## src/rtl/dice_pkg.sv

```systemverilog
// Shared definitions for the electronic-dice blocks: FSM states, throw limits
// and the 7-LED pip patterns with their decode function.
package dice_pkg;

    typedef enum logic [1:0] {
        IDLE    = 2'd0,
        ROLLING = 2'd1,
        SETTLE  = 2'd2,
        VALID   = 2'd3
    } state_t;

    localparam logic [2:0] THROW_MIN = 3'd1;
    localparam logic [2:0] THROW_MAX = 3'd6;

    // Bit order [6:0] = BR BL MR C ML TR TL
    localparam logic [6:0] PIP_OFF = 7'b0000000;
    localparam logic [6:0] PIP_1   = 7'b0001000;
    localparam logic [6:0] PIP_2   = 7'b1000001;
    localparam logic [6:0] PIP_3   = 7'b1001001;
    localparam logic [6:0] PIP_4   = 7'b1100011;
    localparam logic [6:0] PIP_5   = 7'b1101011;
    localparam logic [6:0] PIP_6   = 7'b1110111;

    function automatic logic is_bad_throw(input logic [2:0] t);
        return (t < THROW_MIN) || (t > THROW_MAX);
    endfunction

    function automatic logic [6:0] pip_decode(input logic [2:0] t);
        case (t)
            3'd1:    return PIP_1;
            3'd2:    return PIP_2;
            3'd3:    return PIP_3;
            3'd4:    return PIP_4;
            3'd5:    return PIP_5;
            3'd6:    return PIP_6;
            default: return PIP_OFF;
        endcase
    endfunction

endpackage

```

## src/rtl/dice_result_receiver_if.sv

```systemverilog
// Valid/ready result channel from the dice result receiver to the
// display/scoring logic.
interface dice_result_receiver_if;

    logic       result_valid;
    logic [2:0] result_value;
    logic       bad_throw;
    logic       result_ready;

    modport master (
        output result_valid,
        output result_value,
        output bad_throw,
        input  result_ready
    );

    modport slave (
        input  result_valid,
        input  result_value,
        input  bad_throw,
        output result_ready
    );

endinterface

```

## src/rtl/sync_2ff.sv

```systemverilog
// Generic 1-bit two-flop synchroniser for asynchronous inputs such as buttons.
module sync_2ff (
    input  logic clk,
    input  logic rst,
    input  logic d,
    output logic q
);

    logic meta;

    // NOTE: sequential state uses non-blocking assignments so both flops sample
    // their inputs from the same edge and form a true two-stage pipeline.
    always_ff @(posedge clk or posedge rst) begin
        if (rst) begin
            meta <= 1'b0;
            q    <= 1'b0;
        end else begin
            meta <= d;
            q    <= meta;
        end
    end

endmodule

```

## src/rtl/dice_result_receiver.sv

```systemverilog
// Consumer end of the electronic dice: waits for the roll button to be released
// and the throw to settle, captures it and offers it on a valid/ready channel.
module dice_result_receiver
    import dice_pkg::*;
#(
    parameter int SETTLE_CYCLES = 4,
    parameter int CNT_W         = 8
) (
    input  logic                   clk,
    input  logic                   rst,
    input  logic                   button,
    input  logic [2:0]             throw,
    dice_result_receiver_if.master res,
    output logic [6:0]             pips,
    output logic [CNT_W-1:0]       roll_count
);

    localparam int SCW = (SETTLE_CYCLES > 1) ? $clog2(SETTLE_CYCLES) : 1;
    localparam logic [SCW-1:0] SETTLE_LAST = SCW'(SETTLE_CYCLES - 1);

    logic           btn_s;
    state_t         state;
    logic [SCW-1:0] settle_cnt;
    logic           result_valid;
    logic [2:0]     result_value;
    logic           bad_throw;

    sync_2ff u_btn_sync (
        .clk (clk),
        .rst (rst),
        .d   (button),
        .q   (btn_s)
    );

    assign res.result_valid = result_valid;
    assign res.result_value = result_value;
    assign res.bad_throw    = bad_throw;

    // Button activity in VALID is ignored so a pending result is never lost.
    always_ff @(posedge clk or posedge rst) begin
        if (rst) begin
            state        <= IDLE;
            settle_cnt   <= '0;
            result_valid <= 1'b0;
            result_value <= '0;
            bad_throw    <= 1'b0;
            pips         <= PIP_OFF;
            roll_count   <= '0;
        end else begin
            unique case (state)
                IDLE: begin
                    if (btn_s) state <= ROLLING;
                end
                ROLLING: begin
                    if (!btn_s) begin
                        state      <= SETTLE;
                        settle_cnt <= '0;
                    end
                end
                SETTLE: begin
                    if (btn_s) begin
                        state      <= ROLLING;
                        settle_cnt <= '0;
                    end else if (settle_cnt == SETTLE_LAST) begin
                        result_value <= throw;
                        bad_throw    <= is_bad_throw(throw);
                        pips         <= pip_decode(throw);
                        result_valid <= 1'b1;
                        state        <= VALID;
                    end else begin
                        settle_cnt <= settle_cnt + 1'b1;
                    end
                end
                VALID: begin
                    if (res.result_ready) begin
                        result_valid <= 1'b0;
                        if (!bad_throw && (roll_count != '1))
                            roll_count <= roll_count + 1'b1;
                        state <= btn_s ? ROLLING : IDLE;
                    end
                end
                default: state <= IDLE;
            endcase
        end
    end

endmodule
```

## src/flat_wrapper.sv

```systemverilog
// flat-port wrapper written by rule: the top's interface ports become plain ports
module dice_result_receiver_flat import dice_pkg::*;
#(
    parameter int SETTLE_CYCLES = 4,
    parameter int CNT_W         = 8
)
  (clk, rst, button, throw, pips, roll_count, res_result_valid, res_result_value, res_bad_throw, res_result_ready);
  dice_result_receiver_if res_i ();
  input  logic clk;
  input  logic rst;
  input  logic button;
  input  logic [2:0] throw;
  output logic [6:0] pips;
  output logic [CNT_W-1:0] roll_count;
  output wire logic [$bits(res_i.result_valid)-1:0] res_result_valid;
  output wire logic [$bits(res_i.result_value)-1:0] res_result_value;
  output wire logic [$bits(res_i.bad_throw)-1:0] res_bad_throw;
  input wire logic [$bits(res_i.result_ready)-1:0] res_result_ready;
  assign res_result_valid = res_i.result_valid;
  assign res_result_value = res_i.result_value;
  assign res_bad_throw = res_i.bad_throw;
  assign res_i.result_ready = res_result_ready;
  dice_result_receiver #(.SETTLE_CYCLES(SETTLE_CYCLES), .CNT_W(CNT_W)) u_core (.clk(clk), .rst(rst), .button(button), .throw(throw), .res(res_i), .pips(pips), .roll_count(roll_count));
endmodule
```

## config.mk

```make
export PLATFORM = sky130hd
export DESIGN_NAME = dice_result_receiver_flat
export DESIGN_NICKNAME = d
export VERILOG_FILES = /design/src/rtl/dice_pkg.sv /design/src/rtl/dice_result_receiver_if.sv /design/src/rtl/sync_2ff.sv /design/src/rtl/dice_result_receiver.sv /design/src/flat_wrapper.sv
export SDC_FILE = /design/constraint.sdc
export NUM_CORES = 1
export LEC_CHECK = 0
export CAP_MARGIN = 20
export CORE_ASPECT_RATIO = 0.7
export CORE_MARGIN = 2
export CORE_UTILIZATION = 40
export DETAILED_ROUTE_END_ITERATION = 10
export MAX_ROUTING_LAYER = met4
export PLACE_DENSITY = 0.65
export SYNTH_ARGS = -nofsm -noshare
export SYNTH_HDL_FRONTEND = slang
export SYNTH_SLANG_ARGS = --single-unit
```

## constraint.sdc

```tcl
create_clock -name clk -period 2.8 [get_ports clk]
set_input_delay 0.7 -clock clk [delete_from_list [all_inputs] [get_ports clk]]
set_output_delay 0.7 -clock clk [all_outputs]
set_load 0.03 [all_outputs]
```

==> impl_metrics.csv, run 1 <==
group,metric,value,unit
global_route,grt_pass1_vias,699,
power,power_frac_clock,0.240,
clock_tree,cts.clk_slew.worst_paths,0.08,ns
synthesis,synth_fp_nets,106,
sta,finalCritPeriodShare,0.7678,
final_layout,area_growth,30.72,%
die,fp.dieW,65.38,um
power,p_seq_frac,0.488,
run_status,status,"completed",
power,power_density,608.9,nW/um^2
routing,vias_per_cell,4.924,
sta,hold_viol,0,
power,comb_power_share,0.272,
flow_run,max_cap_violations,0,
worst_setup_path,worst_setup_path_end_kind,"primary output",
synthesis,ys_seq_area_frac,0.5457,
power,vdd_drop_max,0.0002950,V
die,start_util,0.4258,
worst_setup_path,slowest_stage,"clkdlybuf4s50_1",
worst_setup_path,crit_fanout,7,
worst_setup_path,reg2reg_depth,3,
sta,setup_viol,0,
die,core,2477,sq um
clock_tree,cts_setup_buffers,0,
final_layout,fillers,237,
worst_setup_path,path_depth,1,
clock_tree,cts_root_buf,"clkbuf_8",
die,io_pins,27,
clock_tree,numCtsBuffers,3,
min_path,hp-start,"u_core.u_btn_sync.meta",
worst_setup_path,cp.required,2.10,ns
power,p_switching,261.7,uW
die,core.rowCount,15,
final_layout,insertedDiodeCount,0,
worst_setup_path,reg2reg_from,"u_core.settle_cnt[0]",
sta,fin_crit,2.150,ns
routing,ant_nets,0,
routing,num_vias,773,
worst_setup_path,crit_type,"reg -> out",
power,switching_share,0.3117,
synthesis,synthTopCellsByArea,"dfrtp_1 (55%), nand2_1 (6.8%), mux2_2 (5.3%)",
sta,fin_skew,0.003831,ns
global_route,grt_usage,0.1525,
clock_tree,cts_tree,"built",
synthesis,synth_area_per_cell,10.87,sq um
synthesis,synth_edf_count,0,
placement,gp_congestion,0.7934,
sta,slew_violations,0,
worst_setup_path,path_buf_inv,1,
synthesis,yosys_register_bits,23,
clock_tree,cts_hold_buf,0,
synthesis,ys_types,29,
placement,dp_hpwl,1415,um
synthesis,postSynthCellCount,97,
min_path,hp-class,"reg -> reg",
global_route,grt_pass1_wl,3263,um
routing,routed_wl,1909,um
global_route,antenna_found_initial,0,
worst_setup_path,crit_chain,"clkdlybuf4s50_1",
sta,grt_setup_unrepaired,"no",
synthesis,synth_top_area_frac,0.5457,
placement,placed_cell_area,1333,sq um
worst_setup_path,start_kind,"flop",
worst_setup_path,max_stage_delay,0.72,ns
worst_setup_path,r2r_slack,1.23,ns
synthesis,ys_warn_count,0,
sta,worst_pin_slew,0.5123,ns
die,die_y,46.97,um
worst_setup_path,crit_path_end,"roll_count[2]",
final_layout,fin_util,0.5566,
routing,first_pass_iters,4,
clock_tree,htreeDepth,1,
final_layout,final_common_cell,"clkdlybuf4s50_1",
final_layout,design_area,1379,sq um
clock_tree,clk_latency,0.26,ns
worst_setup_path,r2r-end,"u_core.res.result_value[2]",
routing,drt_iter0_drc,56,
sta,finalSetupTns,0,ns
final_layout,layout_common_cells,"clkdlybuf4s50_1 (26), dfrtp_1 (23), nand2_1 (19)",
synthesis,synth_top_flop_cell,"dfrtp_1",
synthesis,yosys.area.top_type,"dfrtp_1",
worst_setup_path,crit_start,"u_core.roll_count[2]",
worst_setup_path,arrival,1.45,ns
clock_tree,clockBufferDepth,2,
clock_tree,cts_resized,0,
power,power_leakage,0.6121,nW
synthesis,synth_async_sr_flop_share,1.000,
final_layout,drive_above_1_share,0.1138,
placement,io_buffers,26,
routing,wl_per_cell,12.16,um
clock_tree,clock_sink_count,23,
final_layout,layout.nets,133,
global_route,grt_remaining_overflow,0,
routing,route.detailed.drc,0,
worst_setup_path,cpLargestDelayFamily,"buffers and inverters",
synthesis,synth.cell_area,1055,sq um
die,die-area,3070,sq um
global_route,grt_max_degree,24,
sta,max_freq,0.4651,GHz
sta,slew_headroom,0.6575,
power,intPower,577.9,uW
cells in the mapped netlist (2+ instances only):
master     n
o21ai_0    3
mux2_1     3
nand2b_1   3
mux2_2     5
a21oi_1    6
nor2_1     5
buf_4      3
inv_1      3
nand2_1   19
xnor2_1    2
ha_1       2
buf_2      2
o31ai_1    2
dfrtp_1   23
nand4_1    2
final cells by class:
type,instances,area (sq um),area share
Clock inverter,1,5.005,0.003630
Sequential cell,23,575.6,0.4174
Inverter,3,11.26,0.008167
Multi-Input combinational cell,66,435.4,0.3158
Clock buffer,3,41.29,0.02995
Tap cell,34,42.54,0.03085
Timing Repair Buffer,27,267.8,0.1942
worst min-delay path by stage:
stage                                to  slack [ns]  cells after the start
floorplan           u_core.u_btn_sync.q        0.33                      0
global placement    u_core.u_btn_sync.q        0.34                      0
detailed placement  u_core.u_btn_sync.q        0.34                      0
CTS                 u_core.u_btn_sync.q        0.36                      0
global route        u_core.u_btn_sync.q        0.36                      0
finish              u_core.u_btn_sync.q        0.35                      0
power groups by stage:
stage	combinational [mW]	sequential (mW)	clock, mW
after global placement	0.228	0.414	0
after detailed placement	0.231	0.417	0
final	0.228	0.410	0.202
after global routing	0.247	0.416	0.224
after floorplan	0.0972	0.462	0
after CTS	0.231	0.410	0.212
state kept, by name, summed over array words and instances, names as in the netlist:
| name | flops |
|---|---|
| u_core.settle_cnt | 2 |
| u_core.pips | 4 |
| u_core.roll_count | 8 |
| u_core.res.result_valid | 1 |
| u_core.u_btn_sync.q | 1 |
| u_core.res.result_value | 3 |
| u_core.state | 2 |
| u_core.res.bad_throw | 1 |
| u_core.u_btn_sync.meta | 1 |
layer usage:
layer | global-route usage | vias up | part of all wire | wire, um
li1 | - | 387 | - | -
met1 | 0.2097 | 362 | 0.51 | 978
met2 | 0.2061 | 20 | 0.43 | 822
met3 | 0.05036 | 4 | 0.042 | 81
met4 | 0.06250 | 0 | 0.014 | 27
met5 | - | - | 0 | 0
logic make-up (layout without fill, tap and decap cells):
family / after synthesis / in the layout / share of synthesized area
DFF: 23 / 23 / 0.5457
and+or+nand+nor: 38 / 38 / 0.1886
muxes: 9 / 9 / 0.09489
adders and majority gates: 2 / 2 / 0.02372
AOI/OAI and AO/OA: 15 / 15 / 0.08897
buffers and inverters: 8 / 34 / 0.04152
xor gates and xnor gates: 2 / 2 / 0.01661
stage by stage:
stage	hold slack (ns)	instances	total power [mW]	worst slack [ns]
after global placement	0.3405	153	0.6421	0.5791
after CTS	0.3589	157	0.8528	0.6401
after detailed placement	0.3395	153	0.6475	0.5581
after floorplan	0.3312	97	0.5594	1.145
after global routing	0.3619	157	0.8877	0.5851
final	0.3543	157	0.8396	0.6501
(Power assumes the default switching activity.)
==> run 2, diff against run 1 <==
Clock period 2.8 ns to 2.01 ns, I/O delays scaled along.
==> impl_metrics.csv, run 2 (synthesis results as in run 1) <==
group,metric,value,unit
run_status,status,"completed",
routing,route.detailed.drc,0,
routing,ant_nets,0,
clock_tree,cts_tree,"built",
final_layout,area_growth,32.38,%
placement,place_ws,0.004238,ns
worst_setup_path,r2r_slack,0.45,ns
worst_setup_path,reg2reg_from,"u_core.settle_cnt[0]",
routing,vias_per_cell,4.975,
final_layout,regMostFlops,"u_core.roll_count",
routing,wl_per_cell,11.97,um
routing,drt_iter0_drc,33,
final_layout,drive_above_1_share,0.1280,
sta,fin_crit,1.913,ns
power,finalPower,1.168,mW
sta,finalSetupTns,0,ns
clock_tree,clk_latency,0.26,ns
worst_setup_path,worst_setup_path_end_kind,"primary output",
clock_tree,clock_sink_count,23,
routing,num_vias,791,
final_layout,largest_register_ffs,8,
global_route,antenna_found_initial,0,
clock_tree,cts.clk_slew.worst_paths,0.08,ns
power,vdd_drop_max,0.0003704,V
min_path,hp-class,"reg -> reg",
die,core.rowCount,15,
sta,slew_violations,0,
min_path,worstHoldPathCells,0,
die,die-area,3070,sq um
worst_setup_path,reg2reg_depth,3,
worst_setup_path,start_kind,"flop",
worst_setup_path,r2r-end,"u_core.res.result_value[2]",
worst_setup_path,max_stage_delay,0.71,ns
clock_tree,htreeDepth,1,
final_layout,layout.nets,135,
worst_setup_path,crit_chain,"clkdlybuf4s50_1",
placement,dp_hpwl,1390,um
final_layout,fin_util,0.5636,
global_route,grt_max_degree,24,
die,die_y,46.97,um
routing,routed_wl,1903,um
final_layout,insertedDiodeCount,0,
sta,setup_viol,0,
clock_tree,cts_hold_buf,0,
placement,placed_cell_area,1348,sq um
sta,finalCritPeriodShare,0.9517,
flow_run,max_cap_violations,0,
worst_setup_path,arrival,1.41,ns
worst_setup_path,cp.required,1.51,ns
global_route,grt_pass1_wl,3077,um
placement,gp_congestion,0.8059,
sta,max_freq,0.5227,GHz
die,start_util,0.4258,
die,io_pins,27,
worst_setup_path,cpLargestDelayFamily,"buffers and inverters",
final_layout,layout_common_cells,"clkdlybuf4s50_1 (25), dfrtp_1 (23), nand2_1 (19)",
worst_setup_path,path_buf_inv,1,
power,power_leakage,0.6399,nW
final_layout,top_regs,"u_core.roll_count (8), u_core.pips (4), u_core.res.result_value (3)",
sta,hold_viol,0,
power,power_density,836.6,nW/um^2
clock_tree,cts_setup_buffers,0,
min_path,hp-start,"u_core.u_btn_sync.meta",
die,core,2477,sq um
sta,setup_slack,0.09698,ns
sta,worst_pin_slew,0.5005,ns
clock_tree,clockBufferDepth,2,
global_route,grt_remaining_overflow,0,
global_route,grt_usage,0.1425,
die,fp.dieW,65.38,um
worst_setup_path,crit_fanout,7,
sta,slew_headroom,0.6654,
final_layout,final_common_cell,"clkdlybuf4s50_1",
final_layout,design_area,1396,sq um
routing,first_pass_iters,4,
min_path,whs_endpoint,"u_core.u_btn_sync.q",
worst_setup_path,crit_type,"reg -> out",
worst_setup_path,slowest_stage,"clkdlybuf4s50_1",
global_route,grt_pass1_vias,645,
clock_tree,cts_root_buf,"clkbuf_8",
sta,grt_setup_unrepaired,"no",
clock_tree,numCtsBuffers,3,
sta,fin_skew,0.005447,ns
placement,io_buffers,26,
run 2: cell count changes in the layout (fill, tap and decap cells not counted):
cell             delta
buf_4               +2
clkdlybuf4s50_1     -1
dlymetal6s2s_1      +1
run 2: layer usage:
layer	wire length (um)	global-route usage	vias to the layer above
li1	-	-	392
met1	1016	0.2043	381
met2	771	0.1816	16
met3	91	0.05276	2
met4	23	0.05000	0
met5	0	-	-
run 2: how the worst max path moves through the flow:
| stage | slack [ns] | from | depth (start not counted) | to |
|---|---|---|---|---|
| 2_1_floorplan | 0.42 | u_core.res.bad_throw | 4 | u_core.roll_count[6] |
| 3_3_place_gp | 0.04 | res_result_ready | 5 | u_core.roll_count[7] |
| 3_5_place_dp | 0.004 | res_result_ready | 5 | u_core.roll_count[7] |
| 4_1_cts | 0.04 | u_core.roll_count[2] | 1 | roll_count[2] |
| 5_1_grt | 0.04 | u_core.roll_count[7] | 1 | roll_count[7] |
| 6_report | 0.1 | u_core.roll_count[7] | 1 | roll_count[7] |
run 2: cell type report:
class | count | area [sq um]
inverters | 3 | 11.26
repair buffers | 29 | 285.3
multi-input cells | 66 | 435.4
well taps | 34 | 42.54
fillers | 223 | 1081
clock buffers | 3 | 41.29
clock inverters | 1 | 5.005
flip-flops and latches | 23 | 575.6
run 2: timing repair:
item,4_1_cts,5_1_grt
gates resized for setup,0,1
endpoints found under the hold margin,0,0
setup endpoints to repair,0,1
run 2: through the flow:
step | hold WS [ns] | std cells
2_1_floorplan | 0.3312 | 97
3_3_place_gp | 0.3407 | 155
3_5_place_dp | 0.3395 | 155
4_1_cts | 0.3590 | 159
5_1_grt | 0.3620 | 159
6_report | 0.3541 | 159
run 2: power by group:
part	leakage, nW	internal [mW]	switching (mW)	total [mW]
clock	0.0255	0.138	0.142	0.280
sequential	0.279	0.520	0.0485	0.569
combinational	0.335	0.148	0.171	0.319
==> run 3, diff against run 2 <==
Settings changed: SLEW_MARGIN set to 20, SYNTH_HIERARCHICAL set to 1.
==> impl_metrics.csv, run 3 <==
group,metric,value,unit
run_status,status,"completed",
synthesis,yosysMostFrequentCell,"nand2_1",
synthesis,synth_fp_nets,122,
power,power_density,863.5,nW/um^2
die,start_util,0.4318,
routing,ant_nets,0,
global_route,grt_usage,0.1433,
synthesis,ys_types,32,
final_layout,fin_cells,172,
final_layout,area_growth,28.80,%
sta,worst_pin_slew,0.3676,ns
power,power_leakage,0.6378,nW
global_route,grt_pass1_vias,729,
clock_tree,clock_sink_count,23,
min_path,hp-start,"u_core/u_btn_sync/meta",
clock_tree,cts_resized,0,
clock_tree,cts.clk_slew.worst_paths,0.08,ns
placement,placedCellCount,168,
placement,gp_congestion,0.8637,
final_layout,layout.nets,148,
sta,max_freq,0.5249,GHz
sta,slew_headroom,0.7541,
routing,drt_iter0_drc,15,
synthesis,synth_edf_count,0,
routing,routed_wl,1993,um
clock_tree,cts_root_buf,"clkbuf_8",
clock_tree,cts_hold_buf,0,
worst_setup_path,crit_type,"reg -> out",
sta,slew_violations,0,
sta,fin_skew,0.003007,ns
worst_setup_path,arrival,1.40,ns
final_layout,top_regs,"u_core/roll_count (8), u_core/pips (4), u_core/res.result_value (3)",
worst_setup_path,start_kind,"flop",
synthesis,ys_seq_area_frac,0.5300,
placement,io_buffers,26,
synthesis,ys_warn_count,6,
final_layout,drive_above_1_share,0.05797,
global_route,antenna_found_initial,0,
power,vdd_drop_max,0.0005671,V
synthesis,synth_area_per_cell,9.611,sq um
min_path,hp-class,"reg -> reg",
die,die-area,3155,sq um
routing,vias_per_cell,4.936,
worst_setup_path,cp.required,1.51,ns
routing,num_vias,849,
die,core.rowCount,15,
final_layout,insertedDiodeCount,0,
worst_setup_path,slowest_stage,"clkdlybuf4s50_1",
worst_setup_path,crit_fanout,6,
global_route,grt_remaining_overflow,0,
routing,wl_per_cell,11.59,um
routing,first_pass_iters,4,
worst_setup_path,r2r_slack,0.39,ns
global_route,grt_max_degree,22,
synthesis,synth_top_area_frac,0.5300,
worst_setup_path,crit_chain,"clkdlybuf4s50_1",
die,fp.dieW,66.28,um
worst_setup_path,path_buf_inv,1,
die,core,2515,sq um
routing,route.detailed.drc,0,
die,io_pins,27,
flow_run,max_cap_violations,0,
global_route,grt_pass1_wl,3229,um
synthesis,synth_top_flop_cell,"dfrtp_1",
worst_setup_path,cpLargestDelayFamily,"buffers and inverters",
sta,finalCritPeriodShare,0.9478,
clock_tree,numCtsBuffers,3,
sta,hold_viol,0,
worst_setup_path,reg2reg_from,"u_core/settle_cnt[0]",
die,die_y,47.60,um
final_layout,largest_register_ffs,8,
clock_tree,clk_latency,0.26,ns
final_layout,regMostFlops,"u_core/roll_count",
synthesis,synth.cell_area,1086,sq um
final_layout,design_area,1399,sq um
synthesis,synthTopCellsByArea,"dfrtp_1 (53%), nand2_1 (10%), a21oi_1 (3.2%)",
placement,dp_hpwl,1427,um
sta,grt_setup_unrepaired,"no",
final_layout,layout_common_cells,"nand2_1 (30), clkdlybuf4s50_1 (26), dfrtp_1 (23)",
sta,finalSetupTns,0,ns
synthesis,synth_async_sr_flop_share,1.000,
synthesis,synth_commonest_cells,"nand2_1 (30), dfrtp_1 (23), a21oi_1 (7)",
synthesis,postSynthCellCount,113,
clock_tree,cts_tree,"built",
worst_setup_path,max_stage_delay,0.70,ns
clock_tree,clockBufferDepth,2,
final_layout,final_common_cell,"nand2_1",
synthesis,yosys_register_bits,23,
final_layout,fin_util,0.5562,
sta,setup_viol,0,
worst_setup_path,worst_setup_path_end_kind,"primary output",
clock_tree,htreeDepth,1,
clock_tree,cts_setup_buffers,0,
synthesis,yosys.area.top_type,"dfrtp_1",
placement,placed_cell_area,1354,sq um
worst_setup_path,crit_start,"u_core/roll_count[4]",
sta,fin_crit,1.905,ns
==> run 3: kinds of logic after synthesis <==
logic type               synth area share
AND/OR/NAND/NOR                    0.2166
buffers and inverters             0.06336
multiplexers                      0.01958
adder cells (fa/ha/maj)           0.02304
XOR/XNOR                          0.04032
flip-flops                         0.5300
AO/OA/AOI/OAI                      0.1072
==> run 3: report_power, final <==
group / internal (mW) / switching (mW) / leakage (nW) / total, mW
clock: 0.141 / 0.142 / 0.0228 / 0.283
combinational: 0.150 / 0.181 / 0.353 / 0.331
sequential: 0.523 / 0.0701 / 0.262 / 0.594
total: 0.815 / 0.393 / 0.638 / 1.21
==> run 3: stage by stage <==
| step | hold slack [ns] | power (mW) | setup slack (ns) |
|---|---|---|---|
| 3_5_place_dp | 0.3417 | 0.9356 | 0.06994 |
| 6_report | 0.3591 | 1.208 | 0.1049 |
| 4_1_cts | 0.3599 | 1.226 | 0.07620 |
| 5_1_grt | 0.3628 | 1.281 | 0.03394 |
| 2_1_floorplan | 0.2437 | 0.8170 | 0.4426 |
| 3_3_place_gp | 0.3344 | 0.9276 | 0.1016 |
==> run 3: layout make-up <==
class                      instances  area (sq um)
inverter                           5         18.77
fill                             236          1116
multi-input combinational         78         441.7
clock buffer                       4         45.04
timing repair buffer              28         275.3
sequential                        23         575.6
tap                               34         42.54
==> run 3: worst paths after layout <==
path / end / cells after the start
max: roll_count[4] / 1
min: u_core/u_btn_sync/q / 0
max reg2reg: u_core/pips[0] / 4
min reg2reg: u_core/u_btn_sync/q / 0
max in group asynchronous: u_core/roll_count[2] / 3
min in group asynchronous: u_core/u_btn_sync/meta / 2
==> run 3: per-layer routing <==
metal,part of all wire,track usage
met2,0.45,0.2140
met5,0,-
met3,0.047,0.04235
met4,0.0090,0.04898
met1,0.50,0.1890
